File: config.mk
export PLATFORM = sky130hd
export DESIGN_NAME = tim_irq_ctrl
export DESIGN_NICKNAME = d
export VERILOG_FILES = /design/src/rtl/tim_irq_ctrl.sv
export SDC_FILE = /design/constraint.sdc
export NUM_CORES = 1
export LEC_CHECK = 0
export CAP_MARGIN = 20
export CORE_MARGIN = 3
export CORE_UTILIZATION = 31
export DETAILED_ROUTE_END_ITERATION = 6
export HOLD_SLACK_MARGIN = 0.03
export PLACE_DENSITY = 0.8
export SYNTH_ARGS = -nofsm -noshare
export SYNTH_HDL_FRONTEND = slang
export SYNTH_SLANG_ARGS = --single-unit
File: constraint.sdc
create_clock -name clk -period 0.9 [get_ports clk]
set_clock_uncertainty 0.2 [all_clocks]
set_input_delay 0.27 -clock clk [delete_from_list [all_inputs] [get_ports clk]]
set_output_delay 0.27 -clock clk [all_outputs]
set_load 0.02 [all_outputs]
File: src/rtl/tim_irq_ctrl.sv
// Timer interrupt / DMA control block.
// Holds the interrupt/DMA enable register (DIER) and the status register (SR).
// SR holds the per-channel event flags and the overcapture flags.
// Produces one level interrupt and per-channel DMA requests with an ack handshake.
module tim_irq_ctrl #(
    parameter int N_CH   = 4,
    parameter bit DMA_EN = 1'b1
) (
    input  logic                clk,
    input  logic                rst,
    input  logic                ld_dier,
    input  logic [2*N_CH-1:0]   i_dier,
    input  logic                ld_sr,
    input  logic [2*N_CH-1:0]   i_sr,
    input  logic [N_CH-1:0]     evt,
    input  logic [N_CH-1:0]     dma_ack,
    output logic [2*N_CH-1:0]   o_dier,
    output logic [2*N_CH-1:0]   o_sr,
    output logic                irq,
    output logic [N_CH-1:0]     dma_req
);

    logic [N_CH-1:0] ie_q, ie_d;
    logic [N_CH-1:0] de_q, de_d;
    logic [N_CH-1:0] flag_q, flag_d;
    logic [N_CH-1:0] ovf_q, ovf_d;
    logic [N_CH-1:0] req_q, req_d;
    logic [N_CH-1:0] sw_clr_flag;
    logic [N_CH-1:0] sw_clr_ovf;

    // Write-0-to-clear masks from an SR write
    assign sw_clr_flag = {N_CH{ld_sr}} & ~i_sr[N_CH-1:0];
    assign sw_clr_ovf  = {N_CH{ld_sr}} & ~i_sr[2*N_CH-1:N_CH];

    // DIER load; DMA enables are forced to zero in builds without DMA
    always_comb begin
        ie_d = ie_q;
        de_d = de_q;
        if (ld_dier) begin
            ie_d = i_dier[N_CH-1:0];
            de_d = DMA_EN ? i_dier[2*N_CH-1:N_CH] : '0;
        end
    end

    // Event flags and overcapture flags; a hardware set always beats a clear
    always_comb begin
        flag_d = flag_q;
        ovf_d  = ovf_q;
        for (int i = 0; i < N_CH; i++) begin
            if (evt[i])
                flag_d[i] = 1'b1;
            else if (sw_clr_flag[i])
                flag_d[i] = 1'b0;
            else if (dma_ack[i] && req_q[i])
                flag_d[i] = 1'b0;

            if (evt[i] && flag_q[i])
                ovf_d[i] = 1'b1;
            else if (sw_clr_ovf[i])
                ovf_d[i] = 1'b0;
        end
        // The update channel has no overcapture bit
        ovf_d[0] = 1'b0;
    end

    // DMA request: raised by an enabled event, held only while its flag stays set
    // and DMA stays enabled, so an ack, a SW clear or a DE clear all withdraw it
    always_comb begin
        req_d = de_d & flag_d & ((evt & de_q) | req_q);
    end

    // State registers
    always_ff @(posedge clk) begin
        if (rst) begin
            ie_q   <= '0;
            de_q   <= '0;
            flag_q <= '0;
            ovf_q  <= '0;
            req_q  <= '0;
        end else begin
            ie_q   <= ie_d;
            de_q   <= de_d;
            flag_q <= flag_d;
            ovf_q  <= ovf_d;
            req_q  <= req_d;
        end
    end

    assign o_dier  = {de_q, ie_q};
    assign o_sr    = {ovf_q, flag_q};
    assign irq     = |(flag_q & ie_q);
    assign dma_req = req_q;

endmodule
==> impl_metrics.csv, run 1 <==
group,metric,value,unit
outcome,status,"complete, but fails checks",
outcome,violations,"negative setup slack",
layout,design_area,1880,µm²
logic_synthesis,synthCells,77,
floorplanning,initial_core_util,33.0,%
flow_run,max_cap_viol_count,0,
logic_synthesis,synthArstFlopShare,0,%
logic_synthesis,ys_seq_area_share,51.6,%
power,finalPower,2.09,mW
sta,period_share,172,%
cts,cts_buffer_depth,2,
floorplanning,core_area,2230,µm²
floorplanning,placement_rows,17,
placement,place_congestion,0.659,
global_routing,grt_antenna_before_repair,0,
sta,rsz0062_at_grt,"yes",
placement,portBuffers,46,
power,sw_frac_of_total,30.5,%
cts,cts-root-buf,"clkbuf_4",
layout,multi_input_area,557,µm²
global_routing,track_usage,23.4,%
routing,vias,907,
power,internal-power,1.45,mW
floorplanning,dieArea,3000,µm²
cts,cts_tree,"done",
critical_path,critPathCaptureType,"output port",
logic_synthesis,yosysWarnings,0,
sta,layout_min_cycle_time,1540,ps
critical_path,critPathKind,"reg -> out",
critical_path,start_kind,"flip-flop",
power,peakVddDrop,0.00112,V
logic_synthesis,ys_seq_elements,19,
logic_synthesis,avgSynthCellArea,9.57,µm²
logic_synthesis,syn_area,737,µm²
logic_synthesis,yosysTopAreaCell,"dfxtp_1",
sta,fmax,648,MHz
routing,wl_per_cell,18.9,µm
placement,placed_area,1510,µm²
global_routing,overflow,0,
power,power_frac_comb,34.2,%
cts,cts_buffers,3,
logic_synthesis,synthTopCellsByArea,"dfxtp_1 (52%), mux2i_1 (11%), nor4_2 (6.8%)",
floorplanning,die_h,54.8,µm
sta,final-setup-viol-count,39,
layout,syn2layout_area_growth,155,%
critical_path,path_max_fanout,2,
critical_path,crit_required,430,ps
sta,timing_hold_violations_final,0,
critical_path,reg2reg_depth,5,
critical_path,r2r_start,"flag_q[0]",
logic_synthesis,ys.flop_type,"dfxtp_1",
floorplanning,io_pins,49,
layout,fin_nets,186,
logic_synthesis,synth_top_area_share,51.6,%
routing,totalWireLength,3500,µm
routing,initialDrtViolationCount,16,
global_routing,grt_max_degree,11,
layout,final_cell_mix,"buf_6 (47), clkdlybuf4s50_1 (14), nor2_1 (11), dfxtp_2 (11)",
power,power_leakage,0.823,nW
power,p_per_area,1110,nW/µm²
logic_synthesis,synth_nets,105,
routing,ant_nets,0,
layout,regArea,424,µm²
power,pwr-share-seq,44.0,%
routing,drt-pass1-iter-count,4,
cts,htreeDepth,1,
layout,layout-drive-gt1-share,71.3,%
hold_path,min_path_cells,3,
sta,drv_slew,0,
cts,numClockSinks,19,
hold_path,hold_end,"de_q[3]",
hold_path,hp-start,"i_dier[7]",
floorplanning,die_w,54.8,µm
logic_synthesis,ys_types,15,
critical_path,rrSetupSlack,-270,ps
hold_path,hp-class,"in -> reg",
power,clkPwrFrac,21.9,%
global_routing,grt_pass1_wl,4820,µm
placement,place_hpwl,1880,µm
layout,nFillCells,121,
layout,antenna_cells,0,
global_routing,grt_pass1_vias,967,
placement,dp_slack,-728,ps
cts,clkLatencyLatePin,310,ps
critical_path,r2r-end,"flag_q[0]",
routing,avgViaCountPerCell,4.90,
power,p_switching,0.637,mW
routing,drc_errors,0,
cts,clk_pin_slew,110,ps
logic_synthesis,synth_edf_count,0,
sta,fin_ws,-644,ps
critical_path,cp.arrival,1070,ps
layout,layout_commonest_cell,"buf_6",
==> Yosys cell counts (2+ instances only) <==
| cell | count |
|---|---|
| mux2i_1 | 8 |
| o21ai_1 | 3 |
| buf_2 | 2 |
| nor4_2 | 4 |
| dfxtp_1 | 19 |
| nand2b_1 | 4 |
| a21oi_1 | 7 |
| nor2_1 | 12 |
| a22oi_1 | 2 |
| a31oi_1 | 4 |
| nand2_1 | 8 |
==> stage by stage <==
step	std cells	hold WS, ps	setup TNS (ps)	utilization (%)
finish	185	162	-11330	84.1
global route	185	184	-12270	84.1
CTS	178	185	-10110	78.8
detailed placement	167	287	-22540	67.7
global placement	167	269	-22110	67.7
floorplan	77	184	-1120	-
==> final cells by class <==
class | count | share of cell area (%)
clock buffer | 4 | 1.40
multi-input combinational | 53 | 29.6
timing repair buffer | 80 | 44.3
inverter | 1 | 0.200
tap | 28 | 1.87
sequential | 19 | 22.6
==> power groups by stage <==
stage / sequential, mW / clock, mW / combinational [mW]
3_5_place_dp: 0.925 / 0 / 0.526
5_1_grt: 0.922 / 0.485 / 0.752
4_1_cts: 0.917 / 0.459 / 0.624
6_report: 0.919 / 0.457 / 0.714
3_3_place_gp: 0.922 / 0 / 0.518
2_1_floorplan: 0.989 / 0 / 0.166
==> how the worst max path moves through the flow <==
stage,cells past startpoint,endpoint,from,slack [ps]
final,3,irq,ie_q[0],-640
after global routing,3,irq,ie_q[0],-680
after CTS,3,irq,ie_q[0],-610
after global placement,4,de_q[1],ld_dier,-660
after detailed placement,5,dma_req[3],ld_sr,-730
after floorplan,2,irq,ie_q[0],-220
==> critical path, cell delays in order (launching register included) <==
cell and delay (ps):
dfxtp_2 350, a22oi_2 200, nand2_2 80, buf_6 130
==> layer usage <==
| metal | up-vias | wire, µm | GRT usage [%] |
|---|---|---|---|
| met5 | - | 0 | 0 |
| met3 | 10 | 235 | 7.08 |
| li1 | 425 | - | - |
| met4 | 0 | 116 | 7.88 |
| met1 | 422 | 1440 | 26.6 |
| met2 | 50 | 1700 | 40.7 |
==> logic make-up (layout without fill, tap and decap cells) <==
group | Yosys count | after routing | synth area share, %
AND/OR/NAND/NOR | 28 | 28 | 20.4
flip-flops | 19 | 19 | 51.6
AO/OA/AOI/OAI | 16 | 16 | 12.2
multiplexers | 8 | 8 | 10.9
buffers and inverters | 5 | 85 | 4.41
other | 1 | 1 | 0.509
==> registers in the layout, summed over array words and instances (netlist names) <==
name     count
dma_req      4
ie_q         4
de_q         4
flag_q       4
ovf_q        3
==> repair_timing <==
item                       4_1_cts  5_1_grt
setup endpoints to repair       39       39
cloned                           0        0
setup buffers                    7       14
resized for setup              170       26
pin swaps                       11       10
hold buffers                     0        0
No activity file was read; power rests on OpenSTA's default activity.
==> run 2, diff against run 1 <==
--- a/config.mk
+++ b/config.mk
@@ -11,6 +11,7 @@
 export DETAILED_ROUTE_END_ITERATION = 6
 export HOLD_SLACK_MARGIN = 0.03
 export PLACE_DENSITY = 0.8
+export SETUP_SLACK_MARGIN = 0.2
 export SYNTH_ARGS = -nofsm -noshare
 export SYNTH_HDL_FRONTEND = slang
 export SYNTH_SLANG_ARGS = --single-unit
==> run 2 against run 1 <==
- final area is 0.13% lower
- clock power decreased by 3%
- power shrank 2.7%
- register-to-register slack worse by 80 ps
- routed wire length is the same
- sequential share of layout area is 1.4 points higher
- the flow still finishes with violations (negative setup slack)
- non-clock buffer count decreased by 2
==> impl_metrics.csv, run 2 (same netlist as run 1, synthesis figures left out) <==
group,metric,value,unit
layout,antenna_cells,0,
sta,drv_slew,0,
sta,rsz0062_at_grt,"yes",
cts,cts_buffers,3,
sta,layout_min_cycle_time,1540,ps
critical_path,crit_required,430,ps
routing,drt-pass1-iter-count,4,
layout,final_cell_mix,"buf_6 (43), dfxtp_4 (18), dlygate4sd2_1 (12)",
floorplanning,placement_rows,17,
floorplanning,die_w,54.8,µm
layout,fin_nets,184,
power,power_leakage,0.816,nW
global_routing,overflow,0,
sta,fin_ws,-644,ps
sta,hold_slack,177,ps
layout,final_util,84.0,%
sta,fmax,648,MHz
cts,htreeDepth,1,
global_routing,grt_max_degree,11,
cts,cts-root-buf,"clkbuf_4",
layout,stdcell_count,183,
power,p_switching,0.615,mW
placement,place_congestion,0.736,
routing,avgViaCountPerCell,4.92,
power,peakVddDrop,0.00104,V
global_routing,grt_antenna_before_repair,0,
hold_path,hp-class,"in -> reg",
outcome,status,"complete, but fails checks",
floorplanning,core_area,2230,µm²
power,power_frac_comb,33.6,%
cts,clk_pin_slew,120,ps
cts,cts_hold_buf,0,
placement,placedCellCount,170,
sta,final-setup-viol-count,39,
floorplanning,dieArea,3000,µm²
power,p_per_area,1080,nW/µm²
power,sw_frac_of_total,30.2,%
critical_path,start_kind,"flip-flop",
routing,drc_errors,0,
routing,wl_per_cell,19.1,µm
routing,ant_nets,0,
sta,timing_hold_violations_final,0,
cts,clkLatencyLatePin,300,ps
critical_path,path_max_fanout,2,
outcome,violations,"negative setup slack",
layout,layout_commonest_cell,"buf_6",
cts,cts_tree,"done",
flow_run,max_cap_viol_count,0,
power,clkPwrFrac,21.8,%
placement,portBuffers,46,
floorplanning,io_pins,49,
layout,layout-drive-gt1-share,71.6,%
floorplanning,die_h,54.8,µm
cts,numClockSinks,19,
routing,totalWireLength,3500,µm
floorplanning,initial_core_util,33.0,%
sta,setup-tns-final,-11470,ps
power,internal-power,1.42,mW
layout,syn2layout_area_growth,154,%
global_routing,grt_pass1_vias,996,
routing,vias,901,
power,pwr-share-seq,44.6,%
cts,cts_buffer_depth,2,
global_routing,track_usage,23.0,%
critical_path,cp.arrival,1070,ps
global_routing,grt_pass1_wl,4730,µm
placement,place_hpwl,2000,µm
critical_path,critPathKind,"reg -> out",
sta,period_share,172,%
routing,initialDrtViolationCount,8,
critical_path,critPathCaptureType,"output port",
power,finalPower,2.03,mW
-- run 2: cell count changes in the layout (fill, tap and decap cells not counted), moves of 3 or more --
cell / change
buf_6: -4
clkdlybuf4s50_1: -3
dfxtp_2: -10
dfxtp_4: +10
dlygate4sd2_1: +4
-- run 2: final timing paths --
path	from	end	slack (ps)	cells past startpoint
hold / removal	i_dier[7]	de_q[3]	180	3
setup reg to reg	flag_q[2]	dma_req[2]	-350	5
hold reg to reg	ovf_q[3]	ovf_q[3]	310	2
setup / recovery	flag_q[2]	irq	-640	3
-- run 2: routing by layer --
metal	global-route usage, %	wire, µm	vias up
met5	0	0	-
met4	10.8	91	0
met3	5.18	221	10
met2	41.7	1930	43
met1	24.7	1250	428
li1	-	-	420
-- run 2: per-stage QoR --
step | setup slack [ps] | area (µm²)
after global routing | -684 | 1880
after detailed placement | -694 | 1580
after floorplan | -218 | 943
after CTS | -631 | 1780
final | -644 | 1880
after global placement | -671 | 1580
-- run 2: power by group through the flow --
stage / clock [mW] / sequential (mW) / combinational, mW
after CTS: 0.442 / 0.900 / 0.614
after global routing: 0.470 / 0.912 / 0.717
after detailed placement: 0 / 0.907 / 0.548
after global placement: 0 / 0.906 / 0.534
final: 0.443 / 0.908 / 0.683
after floorplan: 0 / 0.973 / 0.166
-- run 2: area by class of cell --
type / count / area, µm²
repair buffers: 78 / 808
clock buffers: 4 / 26.3
multi-input cells: 53 / 553
inverters: 1 / 3.75
fillers: 126 / 358
flip-flops and latches: 19 / 449
well taps: 28 / 35.0
-- run 2: worst max-delay path, cell delays in order, from the launching register on --
cell and delay [ps]:
dfxtp_4 370, a22oi_2 200, nand2_2 70, buf_6 130
-- run 2: repair_timing --
item / CTS / global route
setup endpoints to repair: 39 / 39
setup buffers: 4 / 5
pin swaps: 11 / 10
resized for setup: 168 / 16
==> run 3, diff against run 2 <==
--- a/config.mk
+++ b/config.mk
@@ -5,9 +5,11 @@
 export SDC_FILE = /design/constraint.sdc
 export NUM_CORES = 1
 export LEC_CHECK = 0
+export ABC_AREA = 1
 export CAP_MARGIN = 20
 export CORE_MARGIN = 3
-export CORE_UTILIZATION = 31
+export CORE_UTILIZATION = 32
+export CTS_BUF_LIST = sky130_fd_sc_hd__clkbuf_16
 export DETAILED_ROUTE_END_ITERATION = 6
 export HOLD_SLACK_MARGIN = 0.03
 export PLACE_DENSITY = 0.8
==> run 3 against run 2 <==
- the run still ends with negative setup slack left
- cell count up 20%
- sequential cell count unchanged
- setup slack better by 42 ps
- hold slack worse by 80 ps
- critical path type unchanged
- largest cell class unchanged
- critical endpoint unchanged
- synthesized cell count up 45%
- synthesized area up 6.1%
- non-clock buffer count unchanged
- clock power up 100%
- power up 23%
- maximum frequency up 2.8%
==> impl_metrics.csv, run 3 <==
group,metric,value,unit
cts,cts_buffers,3,
logic_synthesis,synthCells,112,
critical_path,cp_num_buf_inv,1,
cts,cts_tree,"done",
logic_synthesis,ys_seq_area_share,48.6,%
logic_synthesis,avgSynthCellArea,6.98,µm²
flow_run,max_cap_viol_count,0,
logic_synthesis,syn_area,782,µm²
placement,placedCellCount,199,
logic_synthesis,synthArstFlopShare,0,%
routing,wl_per_cell,18.9,µm
sta,drv_slew,0,
logic_synthesis,yosysTopAreaCell,"dfxtp_1",
sta,timing_hold_violations_final,0,
critical_path,worstPathCellList,"nand2_1 -> nand4_1 -> buf_6",
routing,highest_layer,"met4",
power,finalPower,2.51,mW
placement,place_congestion,0.787,
layout,fin_nets,220,
sta,rsz0062_at_grt,"yes",
sta,period_share,167,%
layout,layout_commonest_cell,"buf_6",
critical_path,crit_required,430,ps
global_routing,grt_max_degree,11,
routing,ant_nets,0,
logic_synthesis,synth_most_common_cell,"nand2_1",
logic_synthesis,yosysWarnings,0,
placement,place_hpwl,1960,µm
layout,stdcell_count,219,
critical_path,cp.arrival,1030,ps
layout,nFillCells,96,
routing,wl_met2,2250,µm
routing,vias,1109,
hold_path,hp-class,"in -> reg",
global_routing,track_usage,21.1,%
floorplanning,initial_core_util,34.7,%
routing,avgViaCountPerCell,5.06,
cts,clk_pin_slew,50,ps
outcome,violations,"negative setup slack",
cts,htreeDepth,1,
logic_synthesis,ys.flop_type,"dfxtp_1",
layout,antenna_cells,0,
sta,fin_ws,-602,ps
logic_synthesis,netlist_top_cells_count,"nand2_1 (31), nor2_1 (28), dfxtp_1 (19)",
routing,initialDrtViolationCount,33,
floorplanning,placement_rows,17,
floorplanning,die_w,55.4,µm
outcome,status,"complete, but fails checks",
critical_path,start_kind,"flip-flop",
logic_synthesis,synth_edf_count,0,
floorplanning,dieArea,3070,µm²
floorplanning,die_h,55.4,µm
layout,final_cell_mix,"buf_6 (45), dfxtp_4 (18), nor2_1 (17)",
critical_path,slowest_delay,350,ps
sta,layout_min_cycle_time,1500,ps
logic_synthesis,ys_types,15,
sta,fmax,666,MHz
hold_path,hp-start,"evt[0]",
sta,final-setup-viol-count,37,
layout,syn2layout_area_growth,149,%
global_routing,grt_antenna_before_repair,0,
routing,totalWireLength,4140,µm
cts,cts-root-buf,"clkbuf_16",
cts,cts_buffer_depth,2,
critical_path,path_max_fanout,3,
cts,numClockSinks,19,
layout,design_area,1950,µm²
placement,portBuffers,46,
cts,clkLatencyLatePin,250,ps
logic_synthesis,synth_top_area_share,48.6,%
critical_path,critPathSlowestCell,"dfxtp_4",
power,p_per_area,1290,nW/µm²
critical_path,r2r_start,"flag_q[3]",
global_routing,grt_pass1_vias,1068,
power,power_leakage,0.936,nW
global_routing,grt_pass1_wl,5060,µm
logic_synthesis,synth_nets,140,
critical_path,crit_start,"flag_q[2]",
routing,drt-pass1-iter-count,4,
floorplanning,io_pins,49,
critical_path,critPathKind,"reg -> out",
routing,drc_errors,0,
layout,final_util,86.4,%
logic_synthesis,synthTopCellsByArea,"dfxtp_1 (49%), nand2_1 (15%), nor2_1 (13%)",
power,peakVddDrop,0.00108,V
floorplanning,core_area,2250,µm²
critical_path,critPathCaptureType,"output port",
placement,placed_area,1460,µm²
layout,layout-drive-gt1-share,64.4,%
routing,wl_met3,200,µm
critical_path,worst_path_dominant_cell_family,"flip-flops",
global_routing,overflow,0,
logic_synthesis,ys_seq_elements,19,
routing,wl_met1,1550,µm
-- run 3: changes by cell type in the layout (fill, tap and decap cells not counted), sizes merged, moves of 5 or more --
cell,before,now
nand2,8,35
nor2,12,28
clkdlybuf4s50,11,3
mux2i,8,0
inv,1,6
-- run 3: timing repair --
item                       4_1_cts  5_1_grt
setup endpoints to repair       39       39
buffers inserted                 4       11
hold buffers                     0        0
gates cloned                     1        0
pin swaps                       42       29
gates resized for setup        174       55
-- run 3: kinds of logic (layout without fill, tap and decap cells) --
group	after synthesis	count (layout)	share of synthesized area, %
buffers and inverters	10	89	7.04
DFF	19	19	48.6
and+or+nand+nor	68	68	34.9
other	1	1	0.480
AOI/OAI and AO/OA	14	14	8.96
-- run 3: final timing paths --
kind	cells past startpoint	slack (ps)	end
worst max-delay path	3	-600	irq
worst min-delay path	3	100	dma_req[0]
worst max register to register	6	-280	flag_q[3]
worst min register to register	2	330	ie_q[3]
-- run 3: stage by stage --
| stage | hold slack, ps | setup WS [ps] | TNS (ps) |
|---|---|---|---|
| CTS | 163 | -514 | -8230 |
| finish | 97.0 | -602 | -9620 |
| global placement | 281 | -641 | -20440 |
| floorplan | 129 | -209 | -647 |
| global route | 138 | -617 | -10370 |
| detailed placement | 284 | -657 | -20760 |
-- run 3: routing by layer --
| metal | track usage, % | up-vias |
|---|---|---|
| met1 | 22.3 | 531 |
| met3 | 3.27 | 12 |
| li1 | - | 511 |
| met4 | 9.72 | 0 |
| met5 | 0 | - |
| met2 | 40.0 | 55 |
-- run 3: final cells by class --
class / instances / area, µm² / share of cell area, %
clock inverter: 1 / 3.75 / 0.193
inverter: 7 / 43.8 / 2.25
multi-input combinational: 83 / 507 / 26.0
tap: 28 / 35.0 / 1.80
timing repair buffer: 78 / 835 / 42.8
sequential: 19 / 449 / 23.1
clock buffer: 3 / 75.1 / 3.85
-- run 3: worst register-to-register path: stages (launching register included) --
cell and delay (ps):
dfxtp_4 350, buf_6 120, buf_6 120, nand2_2 70
nor2_2 40, nor2_2 110, nor2_1 60
-- run 3: power breakdown --
group | switching, mW | internal [mW] | total (mW)
logic | 0.326 | 0.366 | 0.693
registers | 0.0472 | 0.863 | 0.910
clock network | 0.312 | 0.591 | 0.903
total | 0.686 | 1.82 | 2.51
